File: config.mk
export PLATFORM = sky130hd
export DESIGN_NAME = i2s_mic_ctrl
export DESIGN_NICKNAME = d
export VERILOG_FILES = /design/src/rtl/i2s_mic_ctrl.sv
export SDC_FILE = /design/constraint.sdc
export NUM_CORES = 1
export LEC_CHECK = 0
export BUFFER_PORTS_ARGS = -buffer_cell sky130_fd_sc_hd__buf_2
export CORE_MARGIN = 5
export CORE_UTILIZATION = 34
export DETAILED_ROUTE_END_ITERATION = 10
export SLEW_MARGIN = 0
export SYNTH_ARGS = -nofsm -noshare
export SYNTH_HDL_FRONTEND = slang
export SYNTH_SLANG_ARGS = --single-unit
File: constraint.sdc
create_clock -name clk_i -period 4.2 [get_ports clk_i]
set_input_delay 0.63 -clock clk_i [delete_from_list [all_inputs] [get_ports clk_i]]
set_output_delay 0.63 -clock clk_i [all_outputs]
set_load 0.005 [all_outputs]
File: src/rtl/i2s_mic_ctrl.sv
// Master-mode I2S microphone sequencer: SCK/WS generation, power-up startup/discard,
// and a one-entry ready/valid sample buffer with overrun reporting.
module i2s_mic_ctrl #(
  parameter int SCK_DIV_HALF    = 8,
  parameter int BITS_PER_SLOT   = 32,
  parameter int STARTUP_CYCLES  = 1024,
  parameter int DISCARD_SAMPLES = 16
) (
  input  logic        clk_i,
  input  logic        rst_ni,
  input  logic        enable_i,
  output logic        sck_o,
  output logic        ws_o,
  input  logic [23:0] cap_data_i,
  input  logic        cap_valid_i,
  output logic [23:0] sample_o,
  output logic        sample_valid_o,
  input  logic        sample_ready_i,
  output logic        overrun_o,
  output logic [7:0]  overrun_cnt_o,
  output logic        running_o,
  output logic        busy_o
);
  localparam logic [2:0] S_IDLE    = 3'd0;
  localparam logic [2:0] S_STARTUP = 3'd1;
  localparam logic [2:0] S_DISCARD = 3'd2;
  localparam logic [2:0] S_RUN     = 3'd3;
  localparam logic [2:0] S_STOP    = 3'd4;

  localparam int DIV_W = $clog2(SCK_DIV_HALF);
  localparam int BIT_W = $clog2(2 * BITS_PER_SLOT);
  localparam int STU_W = $clog2(STARTUP_CYCLES + 1);
  localparam int DSC_W = $clog2(DISCARD_SAMPLES + 2);

  localparam logic [DIV_W-1:0] DIV_LAST = DIV_W'(SCK_DIV_HALF - 1);
  localparam logic [BIT_W-1:0] BIT_LAST = BIT_W'(2 * BITS_PER_SLOT - 1);
  localparam logic [BIT_W-1:0] WS_START = BIT_W'(BITS_PER_SLOT);
  localparam logic [STU_W-1:0] STU_LAST = STU_W'(STARTUP_CYCLES - 1);
  localparam logic [DSC_W-1:0] DSC_LAST = DSC_W'((DISCARD_SAMPLES == 0) ? 0 : DISCARD_SAMPLES - 1);
  localparam logic [2:0]       POST_STARTUP = (DISCARD_SAMPLES == 0) ? S_RUN : S_DISCARD;

  logic [2:0]       state_q, state_d;
  logic [DIV_W-1:0] div_q, div_d;
  logic [BIT_W-1:0] bit_q, bit_d;
  logic             sck_q, sck_d;
  logic             ws_q, ws_d;
  logic [STU_W-1:0] stu_q, stu_d;
  logic [DSC_W-1:0] dsc_q, dsc_d;
  logic [23:0]      data_q, data_d;
  logic             valid_q, valid_d;
  logic             ovr_q, ovr_d;
  logic [7:0]       ovr_cnt_q, ovr_cnt_d;
  logic             running_q, running_d;
  logic             busy_q, busy_d;

  logic sck_fall, frame_end, accept, take;

  always_comb begin
    sck_fall  = (state_q != S_IDLE) && (div_q == DIV_LAST) && sck_q;
    frame_end = sck_fall && (bit_q == BIT_LAST);

    state_d = state_q;
    stu_d   = stu_q;
    dsc_d   = dsc_q;
    case (state_q)
      S_IDLE: begin
        stu_d = '0;
        dsc_d = '0;
        if (enable_i) state_d = S_STARTUP;
      end
      S_STARTUP: begin
        if (!enable_i) begin
          state_d = S_IDLE;
          stu_d   = '0;
        end else if (stu_q == STU_LAST) begin
          state_d = POST_STARTUP;
          stu_d   = '0;
        end else begin
          stu_d = stu_q + 1'b1;
        end
      end
      S_DISCARD: begin
        if (!enable_i) begin
          state_d = S_IDLE;
          dsc_d   = '0;
        end else if (cap_valid_i) begin
          if (dsc_q == DSC_LAST) begin
            state_d = S_RUN;
            dsc_d   = '0;
          end else begin
            dsc_d = dsc_q + 1'b1;
          end
        end
      end
      S_RUN:   if (!enable_i) state_d = S_STOP;
      // Stopping only on a frame boundary keeps the mic from seeing a truncated frame.
      S_STOP:  if (frame_end) state_d = S_IDLE;
      default: state_d = S_IDLE;
    endcase

    div_d = div_q;
    sck_d = sck_q;
    bit_d = bit_q;
    ws_d  = ws_q;
    if (state_q == S_IDLE || state_d == S_IDLE) begin
      div_d = '0;
      sck_d = 1'b0;
      bit_d = '0;
      ws_d  = 1'b0;
    end else if (div_q == DIV_LAST) begin
      div_d = '0;
      sck_d = ~sck_q;
      if (sck_q) begin
        bit_d = (bit_q == BIT_LAST) ? '0 : bit_q + 1'b1;
        ws_d  = (bit_d >= WS_START);
      end
    end else begin
      div_d = div_q + 1'b1;
    end

    accept    = cap_valid_i && (state_q == S_RUN || state_q == S_STOP);
    take      = valid_q && sample_ready_i;
    data_d    = data_q;
    valid_d   = valid_q;
    ovr_d     = 1'b0;
    ovr_cnt_d = ovr_cnt_q;
    if (state_q == S_IDLE && state_d == S_STARTUP) ovr_cnt_d = '0;
    if (take) valid_d = 1'b0;
    if (accept) begin
      if (!valid_q || take) begin
        data_d  = cap_data_i;
        valid_d = 1'b1;
      end else begin
        ovr_d = 1'b1;
        if (ovr_cnt_q != 8'hFF) ovr_cnt_d = ovr_cnt_q + 8'd1;
      end
    end

    running_d = (state_d == S_RUN);
    busy_d    = (state_d != S_IDLE);
  end

  always_ff @(posedge clk_i or negedge rst_ni) begin
    if (!rst_ni) begin
      state_q   <= S_IDLE;
      div_q     <= '0;
      bit_q     <= '0;
      sck_q     <= 1'b0;
      ws_q      <= 1'b0;
      stu_q     <= '0;
      dsc_q     <= '0;
      data_q    <= '0;
      valid_q   <= 1'b0;
      ovr_q     <= 1'b0;
      ovr_cnt_q <= '0;
      running_q <= 1'b0;
      busy_q    <= 1'b0;
    end else begin
      state_q   <= state_d;
      div_q     <= div_d;
      bit_q     <= bit_d;
      sck_q     <= sck_d;
      ws_q      <= ws_d;
      stu_q     <= stu_d;
      dsc_q     <= dsc_d;
      data_q    <= data_d;
      valid_q   <= valid_d;
      ovr_q     <= ovr_d;
      ovr_cnt_q <= ovr_cnt_d;
      running_q <= running_d;
      busy_q    <= busy_d;
    end
  end

  assign sck_o          = sck_q;
  assign ws_o           = ws_q;
  assign sample_o       = data_q;
  assign sample_valid_o = valid_q;
  assign overrun_o      = ovr_q;
  assign overrun_cnt_o  = ovr_cnt_q;
  assign running_o      = running_q;
  assign busy_o         = busy_q;
endmodule
# --- Yosys cells after proc, flatten, opt, wreduce, memory -nomap -nowiden ---
# Cells that the tools add are included.
totals:
  ff_bits: 66
  in_bits: 29
  output_inout_bits: 38
op_classes:
  addsub: 5
  magnitude_cmp: 1
  n_eq_ne: 12
  n_reduce_logical: 21
  n_bitwise: 1
  muxes: 36
op_table:
  columns: ["operator", "n"]
  rows:
  - ["two-way mux 8 bit", 4]
  - ["two-way mux 3 bit", 10]
  - ["two-way mux 6 bit", 4]
  - ["two-way mux 11 bit", 2]
  - ["one-hot mux 11 bit (2 select lines)", 1]
  - ["two-way mux 5 bit", 3]
  - ["one-hot mux 3 bit (5 select lines)", 1]
  - ["adder 11 x 1 -> 11 bit, second input constant", 1]
  - ["equality test 11 x 10 -> 1 bit, second input constant", 1]
  - ["two-way mux 1 bit", 10]
  - ["one-hot mux 5 bit (2 select lines)", 1]
  - ["equality test 3 x 2 -> 1 bit, second input constant", 3]
  - ["adder 8 x 1 -> 8 bit, second input constant", 1]
  - ["!= test 8 bit, second input constant", 1]
  - ["nonzero test 2 bit", 4]
  - ["adder 6 x 1 -> 6 bit, second input constant", 1]
  - ["equality test 3 x 1 -> 1 bit, second input constant", 2]
  - ["equality test 3 bit, second input constant", 2]
  - ["equality test 6 bit, second input constant", 1]
  - ["greater-or-equal comparator 6 bit, second input constant", 1]
  - ["logical AND 1 bit", 6]
  - ["logical NOT 3 bit", 2]
  - ["AND reduction 2 bit", 3]
  - ["nonzero test 3 bit", 2]
  - ["7 further kinds", 9]

# --- Longest topological paths before layout ---
# Gate-level depths: netlist of the first run.
depth:
  depth_word: 12
  mapped_depth: 8
  mapped_depth_nobuf: 6

# --- Worst setup path after synthesis of the first run ---
# Ideal clock, no wire load.
synth_path:
  kind: "input port to flip-flop"
  start: "input port enable_i"
  end: "register stu_q[5]"
  arrival_ns: 1.901
  setup_time_ns: 0.083
  n_path_buf: 1
  path_slack_ns: 2.217
  stages: 5
  path_cell_list: "buf_2 -> nor3b_1 -> nand2_1 -> or4b_2 -> o21ai_0"
synth_via:
  elab_chain_len: 2
synth_lines:
  columns: ["item", "line", "text"]
  rows:
  - ["start, declared", "11", "input logic enable_i,"]
  - ["two-way mux 11 bit", "72", "if (!enable_i) begin"]
  - ["one-hot mux 11 bit (2 select lines)", "65", "case (state_q)"]
  - ["end signal, assigned", "164", "stu_q <= stu_d;"]
  - ["end, declared", "47", "logic [STU_W-1:0] stu_q, stu_d;"]
# No other way between the ends.
# A chain may end at the register's enable or synchronous reset.

# --- Final worst setup path of the first run ---
layout_path:
  start: "register state_q[0]"
  end: "register data_q[23] (netlist: sample_o[23])"
layout_via:
  elab_chain_len: 4
layout_lines:
  columns: ["item", "line", "text"]
  rows:
  - ["start, declared", "42", "logic [2:0] state_q, state_d;"]
  - ["start signal, assigned", "159", "state_q <= state_d;"]
  - ["equality test 3 x 2 -> 1 bit or equality test 3 bit (tied branches)", "121", "accept = cap_valid_i && (state_q == S_RUN || state_q == S_STOP);"]
  - ["logical OR 1 bit (*)", "121", null]
  - ["logical AND 1 bit (*)", "121", null]
  - ["AND reduction 2 bit (no line) (*)", null, null]
  - ["end signal, assigned", "166", "data_q <= data_d;"]
  - ["end, declared", "49", "logic [23:0] data_q, data_d;"]
# Mark *: on every way between the ends. The rest lies on a longest branch, timed or not.

==> results of run 1 <==
==> how the worst max path moves through the flow <==
stage,end,slack (ps),cells past startpoint
CTS,sample_o[23],1650,4
detailed placement,sample_o[16],1680,4
finish,sample_o[23],1710,4
global route,sample_o[22],1480,4
floorplan,stu_q[5],2220,5
global placement,sample_o[16],1710,4
==> through the flow <==
step	std cells	power, uW	utilization, %
2_1_floorplan	281	756	-
3_3_place_gp	445	829	39.9
3_5_place_dp	445	832	39.9
4_1_cts	461	1490	42.7
5_1_grt	461	1540	42.7
6_report	461	1470	42.7
==> synth_stat cells (5+ instances only) <==
cell type / number
o21ai_0: 19
mux2_2: 25
nor2_1: 13
a21oi_1: 9
and3_1: 6
clkbuf_1: 7
a31oi_1: 6
nand2_1: 29
dfrtp_1: 66
nand2b_1: 6
o31ai_1: 6
nand3_1: 11
inv_1: 5
ha_1: 6
==> layer usage <==
metal	track usage, %	up-vias	part of all wire, %
li1	-	1163	-
met1	16.7	1158	46
met2	19.1	48	47
met3	5.30	6	5.6
met4	4.02	0	1.4
met5	0	-	0
==> critical path: stages, from the launching register on <==
cell     delay (ps)
dfrtp_1         520
or3b_4          440
nand2_1          90
nand3_1         740
mux2_2          580
==> flip-flops by register name, indices dropped and copies added, names as in the netlist <==
register	flops
ws_o	1
stu_q	11
state_q	3
sck_o	1
bit_q	6
overrun_cnt_o	8
div_q	3
sample_valid_o	1
overrun_o	1
dsc_q	5
sample_o	24
running_o	1
busy_o	1
==> cell families (layout without fill, tap and decap cells) <==
| group | count (synthesis) | after routing | synth area share (%) |
|---|---|---|---|
| DFF | 66 | 66 | 53.7 |
| AOI/OAI and AO/OA | 62 | 62 | 13.1 |
| muxes | 25 | 25 | 9.15 |
| and+or+nand+nor | 101 | 101 | 18.0 |
| adders and majority gates | 6 | 6 | 2.44 |
| xor gates and xnor gates | 4 | 4 | 1.14 |
| buffers and inverters | 17 | 89 | 2.48 |
==> cell usage in the layout (no fill, tap or decap), types with 3 or more instances in the layout <==
master	count
and3_1	6
nor2_1	13
a21oi_1	9
dfrtp_1	66
a31oi_1	6
o31ai_1	6
o211ai_1	3
and2_1	4
nand3_1	11
clkbuf_8	9
buf_2	66
bufinv_16	3
nand2_1	29
inv_1	5
o21ai_0	19
nor3_1	4
ha_1	6
and4_1	4
xor2_1	3
nor2b_1	3
mux2_2	25
or4_1	4
nand2b_1	6
nand4_1	4
==> layout make-up <==
class                   instances  area [sq um]  share of cell area, %
flip-flops and latches         66          1650                   44.1
multi-input cells             198          1350                   36.0
repair buffers                 68           345                   9.23
well taps                     108           135                   3.61
clock buffers                  10           128                   3.41
clock inverters                 6           115                   3.08
inverters                       5          18.8                  0.502
==> power by group through the flow <==
stage / clock network, uW / registers, uW / logic, uW
floorplan: 0 / 710 / 46.0
global placement: 0 / 707 / 122
detailed placement: 0 / 708 / 125
CTS: 668 / 695 / 125
global route: 700 / 701 / 136
finish: 652 / 695 / 121
==> out/metrics.csv, run 1 <==
metric,value,unit
first-pass GRT wire length,11500,um
fin area,3740,sq um
WS Path Type,flop to flop,
Comb power frac,8.2,%
CTS max path bufs,2,
TritonCTS Buffers,9,
Hold Slack,433,ps
Top Ports,67,
CTS tree,done,
Worst Setup SP,state_q[0],
CTS Hold Bufs,0,
cell-internal power,1140,uW
number of gates resized after CTS,0,
"Slew Viols, Final",0,
largest net degree at the start of global routing,45,
Initial Utilization,35.1,%
ranking of synthesized cells by area,"dfrtp_1, mux2_2, nand2_1, o21ai_0, ha_1",
worst skew pair latency,340,ps
nature of the critical path endpoint,flop,
Placed Area,3500,sq um
status,"finished, final reports clean",
crit path launch type,flop,
Antenna Cells,0,
top_reg_cell synth,dfrtp_1,
Post-CTS Setup Bufs,0,
hpwl dp,4810,um
RSZ-0062 raised after global routing,false,
synth unique cells,51,
Die ar.,11100,sq um
clock share of power,44.4,%
cell count after synthesis,281,
WL/cell,14.7,um
"Warnings, synthesis",0,
Post-Route WL,6780,um
peak supply drop,0.000175,V
Reg-to-Reg End,sample_o[23],
FF-to-FF path depth,4,
Buffers on Ports,66,
PD cells,392,nW/um^2
Vias,2375,
Pre-antenna DRT Iters,4,
post-synthesis sequential area ratio,53.7,%
DR iter-0 viols,69,
Synth Register Bits,66,
Die Ht,105,um
RePlAce Congestion,0.782,
post-synthesis cell area,3080,sq um
CTS root buf,clkbuf_8,
crit-path max FO,24,
Die X,105,um
Worst EP required,4430,ps
cell row count,34,
Lkg Pwr,0.00181,uW
Area Growth Syn to Fin,21.6,%
relative slew slack,28.2,%
post-layout min period,2490,ps
"Net Count, Synth",316,
"Avg Cell Area, Syn",10.9,sq um
Worst-Margin Slew,1070,ps
crit path DAT,2710,ps
initial antenna violation count,0,
Core Area,8760,sq um
vias in the first global route,2333,
total global-route track usage,12.7,%
worst flop-to-flop path startpoint,state_q[0],
# fillers,867,
GRT overflow,0,
setup ws final,1710,ps
share of layout cells above drive strength 1,32.0,%
flop2flop setup slack,1710,ps
async set-reset flop share out of synthesis,100,%
worst slack at placement,1680,ps
Final setup viols,0,
HP Class,input pin to asynchronous set/reset pin,
max capacitance violation total,0,
"antenna viol nets, final",0,
NetSw,330,uW
setup_tns,0,ps
clk slew on worst S/H paths,80,ps
Via density,5.15,
Sw Share,22.5,%
Reg power frac,47.4,%
Final #Nets,383,
Worst Skew,8.20,ps
fin crit share,59.2,%
Synth top area share,53.7,%
DRC violations left,0,
"Hold Violations, Final",0,
Post-synth EDFFs,0,
fmax,0.402,GHz
H-tree depth,3,
biggest area consumer among synthesized cells,dfrtp_1,
CTS sink cnt,66,
Power figures use the tool's default switching activity.
==> run 2: changes to the inputs <==
- clock period: 4.2 -> 2.2 ns (I/O delays scaled with it)
==> out/metrics.csv, run 2 (synthesized netlist as in run 1, its figures left out) <==
metric,value,unit,change
CTS tree,done,,unchanged
TritonCTS Buffers,9,,unchanged
Top Ports,67,,unchanged
peak supply drop,0.000368,V,was 0.000175 V
worst skew pair latency,340,ps,about the same
"antenna viol nets, final",0,,unchanged
Final setup viols,0,,unchanged
Min-Delay Endpoint,sample_o[13],,
Buffers on Ports,66,,unchanged
Die X,105,um,unchanged
PD cells,739,nW/um^2,was 392 nW/um^2
Reg power frac,47.0,%,was 47.4%
# fillers,853,,was 867
Comb power frac,8.4,%,was 8.2%
hpwl dp,4870,um,was 4810 um
initial antenna violation count,0,,unchanged
WS Path Type,flop to flop,,unchanged
worst flop-to-flop path startpoint,state_q[1],,was state_q[0]
"Hold Violations, Final",0,,unchanged
Vias,2400,,was 2375
crit path DAT,2240,ps,was 2710 ps
Tot Pwr,2820,uW,was 1470 uW
most frequent cells in the layout,"dfrtp_1, buf_2, nand2_1",,unchanged
first-pass GRT wire length,11200,um,was 11500 um
crit path launch type,flop,,unchanged
Antenna Cells,0,,unchanged
clock share of power,44.6,%,was 44.4%
Pre-antenna DRT Iters,4,,unchanged
post-layout min period,2020,ps,was 2490 ps
cell row count,34,,unchanged
HP Class,input pin to flop,,was input pin to asynchronous set/reset pin
Final Instance Count excl. Fillers,468,,was 461
Post-CTS Setup Bufs,0,,unchanged
DRC violations left,0,,unchanged
max FFs per register,24,,unchanged
NetSw,637,uW,was 330 uW
nature of the critical path endpoint,flop,,unchanged
Via density,5.13,,was 5.15
CTS root buf,clkbuf_8,,unchanged
CTS sink cnt,66,,unchanged
Reg-to-Reg End,overrun_cnt_o[4],,was sample_o[23]
crit-path max FO,13,,was 24
share of layout cells above drive strength 1,33.6,%,was 32.0%
total global-route track usage,12.3,%,was 12.7%
Worst Skew,10.3,ps,was 8.20 ps
H-tree depth,3,,unchanged
Area Growth Syn to Fin,24.1,%,was 21.6%
Die Ht,105,um,unchanged
Placed Cells,451,,was 445
Post-Route WL,6640,um,was 6780 um
Sw Share,22.6,%,was 22.5%
fmax,0.495,GHz,was 0.402 GHz
fin crit share,91.9,%,was 59.2%
GRT overflow,0,,unchanged
FF-to-FF path depth,5,,was 4
RSZ-0062 raised after global routing,false,,unchanged
Die ar.,11100,sq um,unchanged
Core Area,8760,sq um,unchanged
Final #Nets,390,,was 383
Worst EP required,2420,ps,was 4430 ps
max capacitance violation total,0,,unchanged
Lkg Pwr,0.00186,uW,was 0.00181 uW
fin area,3820,sq um,was 3740 sq um
WL/cell,14.2,um,was 14.7 um
DR iter-0 viols,112,,was 69
RePlAce Congestion,0.823,,was 0.782
"Slew Viols, Final",0,,unchanged
cell-internal power,2180,uW,was 1140 uW
WHS Path Cells,2,,
relative slew slack,61.7,%,was 28.2%
largest net degree at the start of global routing,46,,was 45
flop2flop setup slack,180,ps,was 1710 ps
status,"finished, final reports clean",,unchanged
Worst-Margin Slew,568,ps,was 1070 ps
hold_sp,cap_data_i[13],,
CTS max path bufs,2,,unchanged
clk slew on worst S/H paths,70,ps,was 80 ps
Placed Area,3560,sq um,was 3500 sq um
vias in the first global route,2312,,was 2333
Initial Utilization,35.1,%,unchanged
[run 2: layout make-up]
class	count	area [sq um]	share of cell area, %
clock buffers	9	124	3.24
clock inverters	7	124	3.24
repair buffers	75	413	10.8
inverters	5	18.8	0.491
flip-flops and latches	66	1650	43.3
multi-input cells	198	1350	35.4
well taps	108	135	3.54
[run 2: power by group through the flow]
stage               Sequential (uW)  Clock, uW  Combinational, uW
floorplan                      1350          0               87.7
global placement               1350          0                239
detailed placement             1350          0                244
CTS                            1320       1300                246
global route                   1330       1340                268
finish                         1320       1260                238
[run 2: critical path, stage by stage (launching register included)]
cell and delay (ps):
dfrtp_1 510, or3b_4 460, a21o_1 270, inv_1 210, a21oi_1 150, a211o_1 310
[run 2: what timing repair did]
| action | 4_1_cts | 5_1_grt |
|---|---|---|
| endpoints found under the hold margin | 21 | 0 |
| hold buffers | 1 | 0 |
| resized for setup | 1 | 1 |
| endpoints found under the setup margin | 11 | 4 |
| gates cloned | 0 | 0 |
[run 2: worst max path at each step]
stage	from	end	slack (ps)	cells after the start
6_report	state_q[1]	overrun_cnt_o[4]	180	5
2_1_floorplan	div_q[0]	ws_o	300	8
3_3_place_gp	div_q[0]	ws_o	-50	6
4_1_cts	state_q[1]	overrun_cnt_o[4]	190	5
5_1_grt	state_q[1]	overrun_cnt_o[4]	50	5
3_5_place_dp	div_q[0]	bit_q[4]	-150	6
[run 2: metal layers]
layer	GRT usage, %	up-vias	share of wire, %
met2	18.8	56	46
met5	0	-	0
met4	5.21	0	1.3
li1	-	1177	-
met1	16.4	1159	47
met3	3.33	8	5.7
[run 2: stage by stage]
step                hold slack [ps]  util (%)  worst slack (ps)  setup TNS, ps
floorplan                      34.4         -               303              0
global route                    207      43.6              48.2              0
finish                          222      43.6               178              0
CTS                             206      43.5               191              0
global placement                336      40.6             -53.4          -88.0
detailed placement              341      40.6              -147          -1190
